<file path="src/rtl/iir_pkg.sv">
// Shared definitions for the SOS cascade: coefficient slot indices, FSM and
// MAC-op enums, and the round/saturate helpers used by the datapath.
package iir_pkg;

    // Coefficient slots within one section; address = stage*N_COEF + idx.
    localparam int N_COEF   = 6;
    localparam int IDX_GAIN = 0;
    localparam int IDX_B0   = 1;
    localparam int IDX_B1   = 2;
    localparam int IDX_B2   = 3;
    localparam int IDX_A1   = 4;
    localparam int IDX_A2   = 5;

    // Width used for round/saturate arithmetic; wide enough for any accumulator.
    localparam int CALC_W = 64;

    typedef enum logic [2:0] {
        IDLE,
        GAIN,
        MAC,
        UPDATE,
        DONE
    } state_t;

    typedef enum logic [1:0] {
        MAC_HOLD,
        MAC_LOAD,
        MAC_ADD,
        MAC_SUB
    } mac_op_t;

    // Value of 1.0 in Q1.(coef_size-2).
    function automatic int coef_one(input int coef_size);
        return 1 << (coef_size - 2);
    endfunction

    // 1.0 for the default 20-bit coefficient format.
    localparam int COEF_ONE = 1 << 18;

    // Round half up, then drop the fractional bits.
    function automatic logic signed [CALC_W-1:0] rnd(input logic signed [CALC_W-1:0] v,
                                                     input int frac_bits);
        logic signed [CALC_W-1:0] half;
        half = 64'sd1 <<< (frac_bits - 1);
        return (v + half) >>> frac_bits;
    endfunction

    // Clamp to the signed range of a data_bits-wide sample.
    function automatic logic signed [CALC_W-1:0] sat(input logic signed [CALC_W-1:0] v,
                                                     input int data_bits);
        logic signed [CALC_W-1:0] hi;
        logic signed [CALC_W-1:0] lo;
        hi = (64'sd1 <<< (data_bits - 1)) - 64'sd1;
        lo = -(64'sd1 <<< (data_bits - 1));
        if (v > hi) begin
            return hi;
        end else if (v < lo) begin
            return lo;
        end
        return v;
    endfunction

endpackage

</file>
<file path="src/rtl/iir_sos_cascade_if.sv">
// Sample/coefficient bus of the SOS cascade. The source/host side uses the
// master modport, the filter uses the slave modport.
interface iir_sos_cascade_if #(
    parameter int DATA_SIZE = 24,
    parameter int COEF_SIZE = 20,
    parameter int ADDR_W    = 7
);
    logic signed [DATA_SIZE-1:0] data_in;
    logic                        sample_trig;
    logic signed [DATA_SIZE-1:0] data_out;
    logic                        filter_done;
    logic                        busy;
    logic                        overrun;
    logic                        coef_we;
    logic [ADDR_W-1:0]           coef_addr;
    logic signed [COEF_SIZE-1:0] coef_wdata;

    modport master (
        output data_in, sample_trig, coef_we, coef_addr, coef_wdata,
        input  data_out, filter_done, busy, overrun
    );

    modport slave (
        input  data_in, sample_trig, coef_we, coef_addr, coef_wdata,
        output data_out, filter_done, busy, overrun
    );
endinterface

</file>
<file path="src/rtl/sos_mac.sv">
// Shared multiply-accumulate unit: one signed product per cycle, accumulator
// with load/add/subtract, and a rounded + saturated view of the accumulator.
module sos_mac
    import iir_pkg::*;
#(
    parameter int DATA_SIZE = 24,
    parameter int COEF_SIZE = 20
) (
    input  logic                        clk,
    input  logic                        reset,
    input  mac_op_t                     op,
    input  logic signed [DATA_SIZE-1:0] data,
    input  logic signed [COEF_SIZE-1:0] coef,
    output logic signed [DATA_SIZE-1:0] result
);
    localparam int PROD_W = DATA_SIZE + COEF_SIZE;
    // Three guard bits cover the five-term sum without wrapping.
    localparam int ACC_W  = PROD_W + 3;

    logic signed [PROD_W-1:0] prod;
    logic signed [ACC_W-1:0]  prod_ext;
    logic signed [ACC_W-1:0]  acc_reg;
    logic signed [CALC_W-1:0] acc_wide;

    assign prod     = PROD_W'(data) * PROD_W'(coef);
    assign prod_ext = {{(ACC_W - PROD_W){prod[PROD_W-1]}}, prod};
    assign acc_wide = {{(CALC_W - ACC_W){acc_reg[ACC_W-1]}}, acc_reg};
    assign result   = DATA_SIZE'(sat(rnd(acc_wide, COEF_SIZE - 2), DATA_SIZE));

    // Accumulator: load starts a new sum, add/sub fold in the current product.
    always_ff @(posedge clk or negedge reset) begin
        if (!reset) begin
            acc_reg <= '0;
        end else begin
            case (op)
                MAC_LOAD: acc_reg <= prod_ext;
                MAC_ADD:  acc_reg <= acc_reg + prod_ext;
                MAC_SUB:  acc_reg <= acc_reg - prod_ext;
                default:  acc_reg <= acc_reg;
            endcase
        end
    end
endmodule

</file>
<file path="src/rtl/iir_sos_cascade.sv">
// Cascade of N_STAGES Direct Form I biquads sharing one MAC. Each stage takes
// 7 cycles (GAIN, 5x MAC, UPDATE); the last stage's output is published in DONE.
module iir_sos_cascade
    import iir_pkg::*;
#(
    parameter int COEF_SIZE = 20,
    parameter int DATA_SIZE = 24,
    parameter int N_STAGES  = 4,
    parameter int ADDR_W    = 7
) (
    input logic               clk,
    input logic               reset,
    iir_sos_cascade_if.slave  bus
);
    localparam int N_COEFS = N_COEF * N_STAGES;
    localparam int STAGE_W = (N_STAGES > 1) ? $clog2(N_STAGES) : 1;
    localparam int CIDX_W  = $clog2(N_COEFS);

    state_t                      state_reg;
    logic [STAGE_W-1:0]          stage_reg;
    logic [2:0]                  idx_reg;
    logic signed [DATA_SIZE-1:0] u_reg;
    logic signed [DATA_SIZE-1:0] x_cur_reg;
    logic signed [DATA_SIZE-1:0] data_out_reg;
    logic                        filter_done_reg;
    logic                        busy_reg;
    logic                        overrun_reg;

    logic signed [COEF_SIZE-1:0] coef_arr [N_COEFS];
    logic signed [DATA_SIZE-1:0] x1_arr [N_STAGES];
    logic signed [DATA_SIZE-1:0] x2_arr [N_STAGES];
    logic signed [DATA_SIZE-1:0] y1_arr [N_STAGES];
    logic signed [DATA_SIZE-1:0] y2_arr [N_STAGES];

    mac_op_t                     mac_op;
    logic [2:0]                  coef_sel;
    logic [CIDX_W-1:0]           coef_idx;
    logic signed [COEF_SIZE-1:0] coef_rd;
    logic signed [DATA_SIZE-1:0] mac_data;
    logic signed [DATA_SIZE-1:0] mac_result;
    logic                        coef_write;

    // A trigger in IDLE always wins over a simultaneous write; the extra bit
    // keeps the range check correct when 6*N_STAGES equals 2^ADDR_W.
    assign coef_write = bus.coef_we && (state_reg == IDLE) && !bus.sample_trig &&
                        ({1'b0, bus.coef_addr} < (ADDR_W + 1)'(N_COEFS));

    genvar gi;
    generate
        for (gi = 0; gi < N_COEFS; gi++) begin : g_coef
            localparam logic signed [COEF_SIZE-1:0] RESET_VAL =
                ((gi % N_COEF) == IDX_GAIN || (gi % N_COEF) == IDX_B0) ?
                COEF_SIZE'(coef_one(COEF_SIZE)) : '0;
            logic signed [COEF_SIZE-1:0] coef_reg;

            // Coefficient slot; resets to passthrough, writable only when idle.
            always_ff @(posedge clk or negedge reset) begin
                if (!reset) begin
                    coef_reg <= RESET_VAL;
                end else if (coef_write && bus.coef_addr == ADDR_W'(gi)) begin
                    coef_reg <= bus.coef_wdata;
                end
            end
            assign coef_arr[gi] = coef_reg;
        end

        for (gi = 0; gi < N_STAGES; gi++) begin : g_stage
            logic signed [DATA_SIZE-1:0] x1_reg;
            logic signed [DATA_SIZE-1:0] x2_reg;
            logic signed [DATA_SIZE-1:0] y1_reg;
            logic signed [DATA_SIZE-1:0] y2_reg;
            logic                        upd;

            assign upd = (state_reg == UPDATE) && (stage_reg == STAGE_W'(gi));

            // Per-stage history, shifted once when this stage finishes.
            always_ff @(posedge clk or negedge reset) begin
                if (!reset) begin
                    x1_reg <= '0;
                    x2_reg <= '0;
                    y1_reg <= '0;
                    y2_reg <= '0;
                end else if (upd) begin
                    x2_reg <= x1_reg;
                    x1_reg <= x_cur_reg;
                    y2_reg <= y1_reg;
                    y1_reg <= mac_result;
                end
            end
            assign x1_arr[gi] = x1_reg;
            assign x2_arr[gi] = x2_reg;
            assign y1_arr[gi] = y1_reg;
            assign y2_arr[gi] = y2_reg;
        end
    endgenerate

    // Operand schedule. The B0 term is taken last: on MAC step 1 the
    // accumulator still holds GAIN*u, so x_s is captured from the rounded
    // output in parallel with the B1 product, keeping round/sat out of the
    // multiplier path.
    always_comb begin
        mac_op   = MAC_HOLD;
        coef_sel = 3'(IDX_GAIN);
        mac_data = u_reg;
        case (state_reg)
            GAIN: begin
                mac_op   = MAC_LOAD;
                coef_sel = 3'(IDX_GAIN);
                mac_data = u_reg;
            end
            MAC: begin
                case (idx_reg)
                    3'd1: begin
                        mac_op   = MAC_LOAD;
                        coef_sel = 3'(IDX_B1);
                        mac_data = x1_arr[stage_reg];
                    end
                    3'd2: begin
                        mac_op   = MAC_ADD;
                        coef_sel = 3'(IDX_B2);
                        mac_data = x2_arr[stage_reg];
                    end
                    3'd3: begin
                        mac_op   = MAC_SUB;
                        coef_sel = 3'(IDX_A1);
                        mac_data = y1_arr[stage_reg];
                    end
                    3'd4: begin
                        mac_op   = MAC_SUB;
                        coef_sel = 3'(IDX_A2);
                        mac_data = y2_arr[stage_reg];
                    end
                    default: begin
                        mac_op   = MAC_ADD;
                        coef_sel = 3'(IDX_B0);
                        mac_data = x_cur_reg;
                    end
                endcase
            end
            default: begin
                mac_op = MAC_HOLD;
            end
        endcase
    end

    assign coef_idx = CIDX_W'(stage_reg) * CIDX_W'(N_COEF) + CIDX_W'(coef_sel);
    assign coef_rd  = coef_arr[coef_idx];

    sos_mac #(
        .DATA_SIZE (DATA_SIZE),
        .COEF_SIZE (COEF_SIZE)
    ) u_mac (
        .clk    (clk),
        .reset  (reset),
        .op     (mac_op),
        .data   (mac_data),
        .coef   (coef_rd),
        .result (mac_result)
    );

    // Sequencer: walks every stage once per accepted trigger; all outputs registered.
    always_ff @(posedge clk or negedge reset) begin
        if (!reset) begin
            state_reg       <= IDLE;
            stage_reg       <= '0;
            idx_reg         <= '0;
            u_reg           <= '0;
            x_cur_reg       <= '0;
            data_out_reg    <= '0;
            filter_done_reg <= 1'b0;
            busy_reg        <= 1'b0;
            overrun_reg     <= 1'b0;
        end else begin
            overrun_reg     <= bus.sample_trig && busy_reg;
            filter_done_reg <= 1'b0;
            case (state_reg)
                IDLE: begin
                    if (bus.sample_trig) begin
                        u_reg     <= bus.data_in;
                        stage_reg <= '0;
                        busy_reg  <= 1'b1;
                        state_reg <= GAIN;
                    end
                end
                GAIN: begin
                    idx_reg   <= 3'd1;
                    state_reg <= MAC;
                end
                MAC: begin
                    if (idx_reg == 3'd1) begin
                        x_cur_reg <= mac_result;
                    end
                    if (idx_reg == 3'd5) begin
                        state_reg <= UPDATE;
                    end else begin
                        idx_reg <= idx_reg + 3'd1;
                    end
                end
                UPDATE: begin
                    u_reg <= mac_result;
                    if (stage_reg == STAGE_W'(N_STAGES - 1)) begin
                        data_out_reg    <= mac_result;
                        filter_done_reg <= 1'b1;
                        state_reg       <= DONE;
                    end else begin
                        stage_reg <= stage_reg + STAGE_W'(1);
                        state_reg <= GAIN;
                    end
                end
                DONE: begin
                    busy_reg  <= 1'b0;
                    state_reg <= IDLE;
                end
                default: begin
                    state_reg <= IDLE;
                end
            endcase
        end
    end

    assign bus.data_out    = data_out_reg;
    assign bus.filter_done = filter_done_reg;
    assign bus.busy        = busy_reg;
    assign bus.overrun     = overrun_reg;
endmodule

</file>
<file path="src/flat_wrapper.sv">
// flat-port wrapper written by rule: the top's interface ports become plain ports
module iir_sos_cascade_flat import iir_pkg::*;
#(
    parameter int COEF_SIZE = 20,
    parameter int DATA_SIZE = 24,
    parameter int N_STAGES  = 4,
    parameter int ADDR_W    = 7
)
  (clk, reset, bus_data_in, bus_sample_trig, bus_coef_we, bus_coef_addr, bus_coef_wdata, bus_data_out, bus_filter_done, bus_busy, bus_overrun);
  iir_sos_cascade_if #(.DATA_SIZE(DATA_SIZE), .COEF_SIZE(COEF_SIZE), .ADDR_W(ADDR_W)) bus_i ();
  input logic clk;
  input logic reset;
  input wire logic [$bits(bus_i.data_in)-1:0] bus_data_in;
  input wire logic [$bits(bus_i.sample_trig)-1:0] bus_sample_trig;
  input wire logic [$bits(bus_i.coef_we)-1:0] bus_coef_we;
  input wire logic [$bits(bus_i.coef_addr)-1:0] bus_coef_addr;
  input wire logic [$bits(bus_i.coef_wdata)-1:0] bus_coef_wdata;
  output wire logic [$bits(bus_i.data_out)-1:0] bus_data_out;
  output wire logic [$bits(bus_i.filter_done)-1:0] bus_filter_done;
  output wire logic [$bits(bus_i.busy)-1:0] bus_busy;
  output wire logic [$bits(bus_i.overrun)-1:0] bus_overrun;
  assign bus_i.data_in = bus_data_in;
  assign bus_i.sample_trig = bus_sample_trig;
  assign bus_i.coef_we = bus_coef_we;
  assign bus_i.coef_addr = bus_coef_addr;
  assign bus_i.coef_wdata = bus_coef_wdata;
  assign bus_data_out = bus_i.data_out;
  assign bus_filter_done = bus_i.filter_done;
  assign bus_busy = bus_i.busy;
  assign bus_overrun = bus_i.overrun;
  iir_sos_cascade #(.COEF_SIZE(COEF_SIZE), .DATA_SIZE(DATA_SIZE), .N_STAGES(N_STAGES), .ADDR_W(ADDR_W)) u_core (.clk(clk), .reset(reset), .bus(bus_i));
endmodule
</file>
<file path="config.mk">
export PLATFORM = sky130hd
export DESIGN_NAME = iir_sos_cascade_flat
export DESIGN_NICKNAME = d
export VERILOG_FILES = /design/src/rtl/iir_pkg.sv /design/src/rtl/iir_sos_cascade_if.sv /design/src/rtl/sos_mac.sv /design/src/rtl/iir_sos_cascade.sv /design/src/flat_wrapper.sv
export SDC_FILE = /design/constraint.sdc
export NUM_CORES = 2
export LEC_CHECK = 0
export CELL_PAD_IN_SITES_DETAIL_PLACEMENT = 0
export CELL_PAD_IN_SITES_GLOBAL_PLACEMENT = 1
export CORE_MARGIN = 4
export CORE_UTILIZATION = 57
export CTS_CLUSTER_DIAMETER = 30
export DETAILED_ROUTE_END_ITERATION = 10
export GPL_TIMING_DRIVEN = 0
export PLACE_DENSITY_LB_ADDON = 0.1
export RECOVER_POWER = 100
export REMOVE_ABC_BUFFERS = 1
export SYNTH_ARGS = -nofsm -noshare
export SYNTH_HDL_FRONTEND = slang
export SYNTH_SLANG_ARGS = --single-unit
</file>
<file path="constraint.sdc">
create_clock -name clk -period 30.6 [get_ports clk]
set_clock_uncertainty 0.05 [all_clocks]
set_input_delay 9.18 -clock clk [delete_from_list [all_inputs] [get_ports clk]]
set_output_delay 9.18 -clock clk [all_outputs]
set_load 0.01 [all_outputs]
</file>
Word-level counts from Yosys, hierarchy flattened --
Cells that the tools add are included.
Operators by class: $add $sub $neg 6, multipliers 2, magnitude comparators 5, eq/ne operators 42, muxes and demuxes 42, bitwise gates (word level) 2, reduce and logical (&&, ||, !) cells 48
Operators by type and width (number):
- 24-bit 2-to-1 mux | 13
- 24-bit binary-select mux with 2-bit select | 4
- 47-bit case mux with 3 select lines | 1
- 20-bit binary-select mux with 5-bit select | 1
- 24-bit case mux with 4 select lines | 1
- 7-bit by 4-bit equality test with 1-bit output (second input constant) | 8
- 7-bit by 5-bit equality test with 1-bit output (second input constant) | 8
- 47-bit by 19-bit adder with 48-bit output (second input constant) | 1
- 24-bit case mux with 2 select lines | 1
- 47-bit by 44-bit adder with 47-bit output | 1
- 47-bit by 44-bit subtractor with 47-bit output | 1
- 24-bit by 20-bit multiplier with 44-bit output | 1
- 20-bit 2-to-1 mux | 2
- 1-bit logical AND | 32
- 30-bit by 24-bit > comparator with 1-bit output (second input constant) | 1
- 30-bit by 24-bit < comparator with 1-bit output (second input constant) | 1
- 7-bit by 3-bit equality test with 1-bit output (second input constant) | 4
- 3-bit case mux with 4 select lines | 2
- 3-bit 2-to-1 mux | 5
- 7-bit by 2-bit equality test with 1-bit output (second input constant) | 2
- 3-bit by 2-bit equality test with 1-bit output (second input constant) | 4
- 2-bit case mux with 2 select lines | 3
- 2-bit AND reduction | 6
- 3-bit equality test (second input constant) | 3
- other kinds (27) | 41
Word-level totals: register bits after elaboration 994, input bits 55, output and inout port bits 27, logic and storage cells 197

Depth between registers and ports, before layout --
depth in word-level cells 11, gate-level depth with buffers 58, mapped depth without buffers 52

By module --
From an unflattened synthesis, not the netlist that was laid out.
Unflattened totals: cells, all modules 6042, area total of the unflattened synthesis 66671.4 µm²
By module, submodules not included:
- iir_sos_cascade | instances 1, cells an instance 3149, area an instance 42060.3 µm², sequential area each 23107.2 µm²
- sos_mac | instances 1, cells an instance 2893, area an instance 24611.1 µm², sequential area each 1176.1 µm²

Worst setup path before layout --
OpenSTA, ideal clock, no wires.
path kind register to register, from reg u_core.stage_reg[0], to reg u_core.u_mac.acc_reg[41], library setup time 0.104 ns, arrival 13.940 ns, required time 30.446 ns, setup slack 16.506 ns, stages on the path, launching flop included 49, path buffers 9, period minus slack after synthesis 14.094 ns, cells stage by stage dfrtp_1 clkbuf_1 clkbuf_1 buf_1 inv_1 ha_1 fa_1 clkbuf_1 clkbuf_1 clkbuf_1 mux4_2 a21oi_1 clkbuf_1 nor2_1 fa_1 inv_1 fa_1 fa_1 (+13 left out) xor2_1 a2111oi_2 nand2b_1 or3_4 nor3b_1 nor2_1 xor2_1 ha_1 clkbuf_1 nand4_1 or3_1 or4_1 a21oi_1 o32ai_1 o21ai_1 a211oi_1 a31o_2 a221oi_1
On the way: word-level cells in the longest chain between the ends 9, elaborated cells on any way between the ends 25, classes of those cells add/sub (3); mul (2); mux (18); bitwise (2)
RTL lines:
- from (decl) | line iir_sos_cascade.sv:20 | logic [STAGE_W-1:0] stage_reg;
- from (signal assigned) | line iir_sos_cascade.sv:206 | stage_reg <= stage_reg + STAGE_W'(1);
- 2-bit by 2-bit multiplier with 4-bit output / 2-bit NOT with 3-bit output (equally long branches)
- 5-bit by 3-bit adder with 5-bit output (tied with other cells) | line iir_sos_cascade.sv:146 | assign coef_idx = CIDX_W'(stage_reg) * CIDX_W'(N_COEF) + CIDX_W'(coef_sel);
- 5-bit NOT with 6-bit output (not written as such) (tied with other cells) | line iir_sos_cascade.sv:147 | assign coef_rd = coef_arr[coef_idx];
- 20-bit binary-select mux with 5-bit select (tied with other cells) | line iir_sos_cascade.sv:147
- 20-bit 2-to-1 mux (not written as such) / 24-bit case mux with 4 select lines (equally long branches) | line iir_sos_cascade.sv:147, iir_sos_cascade.sv:112
- 20-bit 2-to-1 mux (not written as such) / 24-bit 2-to-1 mux (equally long branches) | line iir_sos_cascade.sv:147, iir_sos_cascade.sv:105
- 24-bit by 20-bit multiplier with 44-bit output * | line sos_mac.sv:25 | assign prod = PROD_W'(data) * PROD_W'(coef);
- 47-bit by 44-bit subtractor with 47-bit output / 47-bit by 44-bit adder with 47-bit output (equally long branches) | line sos_mac.sv:38, sos_mac.sv:37
- 47-bit case mux with 3 select lines * | line sos_mac.sv:35 | case (op)
- to (signal assigned) | line sos_mac.sv:36 | MAC_LOAD: acc_reg <= prod_ext;
- to (signal assigned) | line sos_mac.sv:38 | MAC_SUB: acc_reg <= acc_reg - prod_ext;
- to (signal assigned) | line sos_mac.sv:39 | default: acc_reg <= acc_reg;
- to (decl) | line sos_mac.sv:22 | logic signed [ACC_W-1:0] acc_reg;
Mark *: on every way between the ends. The rest lies on a longest branch, timed or not. The select of a mux whose other input is x is not followed. A chain may end at the register's enable or synchronous reset.

Final worst setup path --
from reg u_core.stage_reg[1], to reg u_core.u_mac.acc_reg[41]
Same word-level chain as after synthesis.

==> impl_metrics.tcl <==
set metrics [dict create \
    synth_area_um2 65400 \
    synthMuxAreaShare 0.205 \
    cts_resized 0 \
    io_pins 82 \
    hold_slack_ns 0.419 \
    ctsHtreeMaxLevel 4 \
    maxCapViolations 26 \
    core_area_um2 114000 \
    power.total_mw 8.89 \
    ys_seq_elements 970 \
    clock_path_buffers 3 \
    end_kind "flip-flop" \
    rrSetupSlack_ns 10.52 \
    numCtsBuffers 209 \
    fin_crit_ns 20.08 \
    ant_nets 0 \
    final_cell_area_um2 75700 \
    postCtsSetupBuffers 0 \
    placed_area_um2 68700 \
    status "complete, but fails checks" \
    floorplan.initialDensity 0.573 \
    grt_pass1_wl_um 279000 \
    largest_register_ffs 480 \
    fin_util 0.663 \
    synth_ff_type "dfrtp_1" \
    worst-path-max-fanout 58 \
    synthDistinctLibCells 85 \
    route.vias.total 44700 \
    hpwlAfterDp_um 119000 \
    wirelength_um 175000 \
    synth_top_area_cell "dfrtp_1" \
    synth-xor-area-share 0.0191 \
    cts_sinks 970 \
    synth_common_cells "dfrtp_1 (962), nand2_1 (722), mux2_2 (699), inv_1 (628), fa_1 (495)" \
    met2_usage 0.497 \
    tightest_slew_ns 5.97 \
    port-buffer-count 81 \
    cts_hold_buf 0 \
    synthAdderAreaFrac 0.185 \
    gp_congestion 0.887 \
    hold_class "flip-flop to flip-flop" \
    violations "capacitance limit, slew limit" \
    grt.total_usage 0.298 \
    syn_avg_cell_area_um2 11.2 \
    finalSetupViolations 0 \
    synth_top_area_share 0.368 \
    yosys.area_share.simple 0.0918 \
    grt_max_degree 129 \
    ys_warn_count 0 \
    fin_cells 7562 \
    crit_family "compound AO/OA/AOI/OAI gates" \
    drc 0 \
    max_stage_delay_ns 2.39 \
    max_slew_margin -2.98 \
    placed_cells 7175 \
    syn_to_final_growth_pct 15.7 \
    vdd.ir_drop.worst_mv 0.103 \
    synth-compound-area-share 0.0705 \
    crit_path_top_delay_cell "dfrtp_1" \
    synth_top_family_by_area "multiplexers" \
    synth.most_common_cell "dfrtp_1" \
    grt.overflow.total 0 \
    grt_pass1_vias 48000 \
    cts_tree "yes" \
    nNetsFinal 6599 \
    rows 124 \
    p_leak_nw 36.6 \
    ys_async_sr_fraction 1.00 \
    rsz0062_at_grt "false" \
    initialDrtViolationCount 3148 \
    crit_required_ns 30.99 \
    critPathBufInv 5 \
    preCtsSetupSlack_ns 14.41 \
    use_met3 0.0425 \
    drv_slew 1442 \
    via_per_inst 5.91 \
    power_density_nw_per_um2 117 \
    wl_per_cell_um 23.1 \
    startpoint_type "flip-flop" \
    cp_data_arrival_time_ns 20.47 \
    fmax_mhz 49.8 \
    cts-root-buf "clkbuf_16" \
    dr.pass1.iters 7 \
    fin_tns_setup_ns 0 \
    clkTransAtPathRegs_ns 0.05 \
    n_fill_cell 8674 \
    ys_seq_area_frac 0.371 \
    grt_antenna_before_repair 1 \
    hold_violations 0 \
    synth_edf_count 0 \
    dieHeight_um 347 \
    die_w_um 347 \
    crit_type "flip-flop to flip-flop" \
    fin_ws_ns 10.52 \
    clock_latency_ns 0.83 \
    busiest_layer "met2" \
    drive_above_1_share 0.236 \
    synthCells 5858 \
    finalCritPeriodShare 0.656 \
    antenna_cells 0 \
    grt.met1_usage 0.403 \
    synth_area_leaders "dfrtp_1 (37%), fa_1 (15%), mux2_2 (12%)" \
    die_area_um2 120000 \
]
[cell type report]
| cell class | instances | area, um^2 | share of cell area |
|---|---|---|---|
| Inverter | 630 | 2370 | 0.0313 |
| Tap cell | 1512 | 1890 | 0.0250 |
| Clock buffer | 268 | 5790 | 0.0766 |
| Timing Repair Buffer | 161 | 1990 | 0.0263 |
| Sequential cell | 970 | 24300 | 0.321 |
| Clock inverter | 117 | 1720 | 0.0227 |
| Multi-Input combinational cell | 3904 | 37600 | 0.497 |
[cells in the final DEF (no fill, tap or decap), drive strengths merged, types with 22 or more instances in the layout]
cell type and n:
a21o 57, a21oi 161, a22oi 79, and2 33
buf 54, bufinv 29, clkbuf 295, clkdlybuf4s50 52
clkinv 61, clkinvlp 22, dfrtp 962, dlygate4sd3 28
fa 495, ha 173, inv 635, mux2 699
mux2i 26, mux4 235, nand2 722, nand2b 34
nand3 55, nand4 22, nor2 374, nor2b 48
nor3 32, o21ai 274, xnor2 67, xor2 75
[logic make-up (layout without fill, tap and decap cells)]
kind of cell    Yosys count  count (layout)
simple gates           1398            1398
fa+ha+maj               668             668
buf+inv                 984            1176
compound gates          736             736
xor+xnor                142             142
mux                     960             960
flops                   970             970
[worst paths after layout]
kind,to,from,depth (start not counted)
min,u_core.g_stage[3].y2_reg[15],u_core.g_stage[3].y2_reg[15],2
max,u_core.u_mac.acc_reg[41],u_core.stage_reg[1],41
min in group asynchronous,u_core.g_stage[3].x2_reg[3],reset,1
max in group asynchronous,u_core.g_coef[14].coef_reg[16],reset,3
max reg2reg,u_core.u_mac.acc_reg[41],u_core.stage_reg[1],41
min reg2reg,u_core.g_stage[3].y2_reg[15],u_core.g_stage[3].y2_reg[15],2
[power breakdown]
part           switching, mW  total, mW  leakage [nW]  internal (mW)
registers              0.233       1.79          13.0           1.56
logic                   2.86       4.76          19.9           1.90
clock network          0.752       2.33          3.62           1.58
total                   3.85       8.89          36.6           5.04
[tightest hold or removal path, delay by kind of cell (launching register included)]
| kind | cells | cell delay (ns) |
|---|---|---|
| DFF | 1 | 0.33 |
| and+or+nand+nor | 2 | 0.11 |
[routing by layer]
layer / up-vias / routed length (um)
met5: - / 0
met4: 0 / 5590
met3: 303 / 8070
met2: 1072 / 87300
met1: 23500 / 73900
li1: 19800 / -
(Power assumes the default switching activity.)
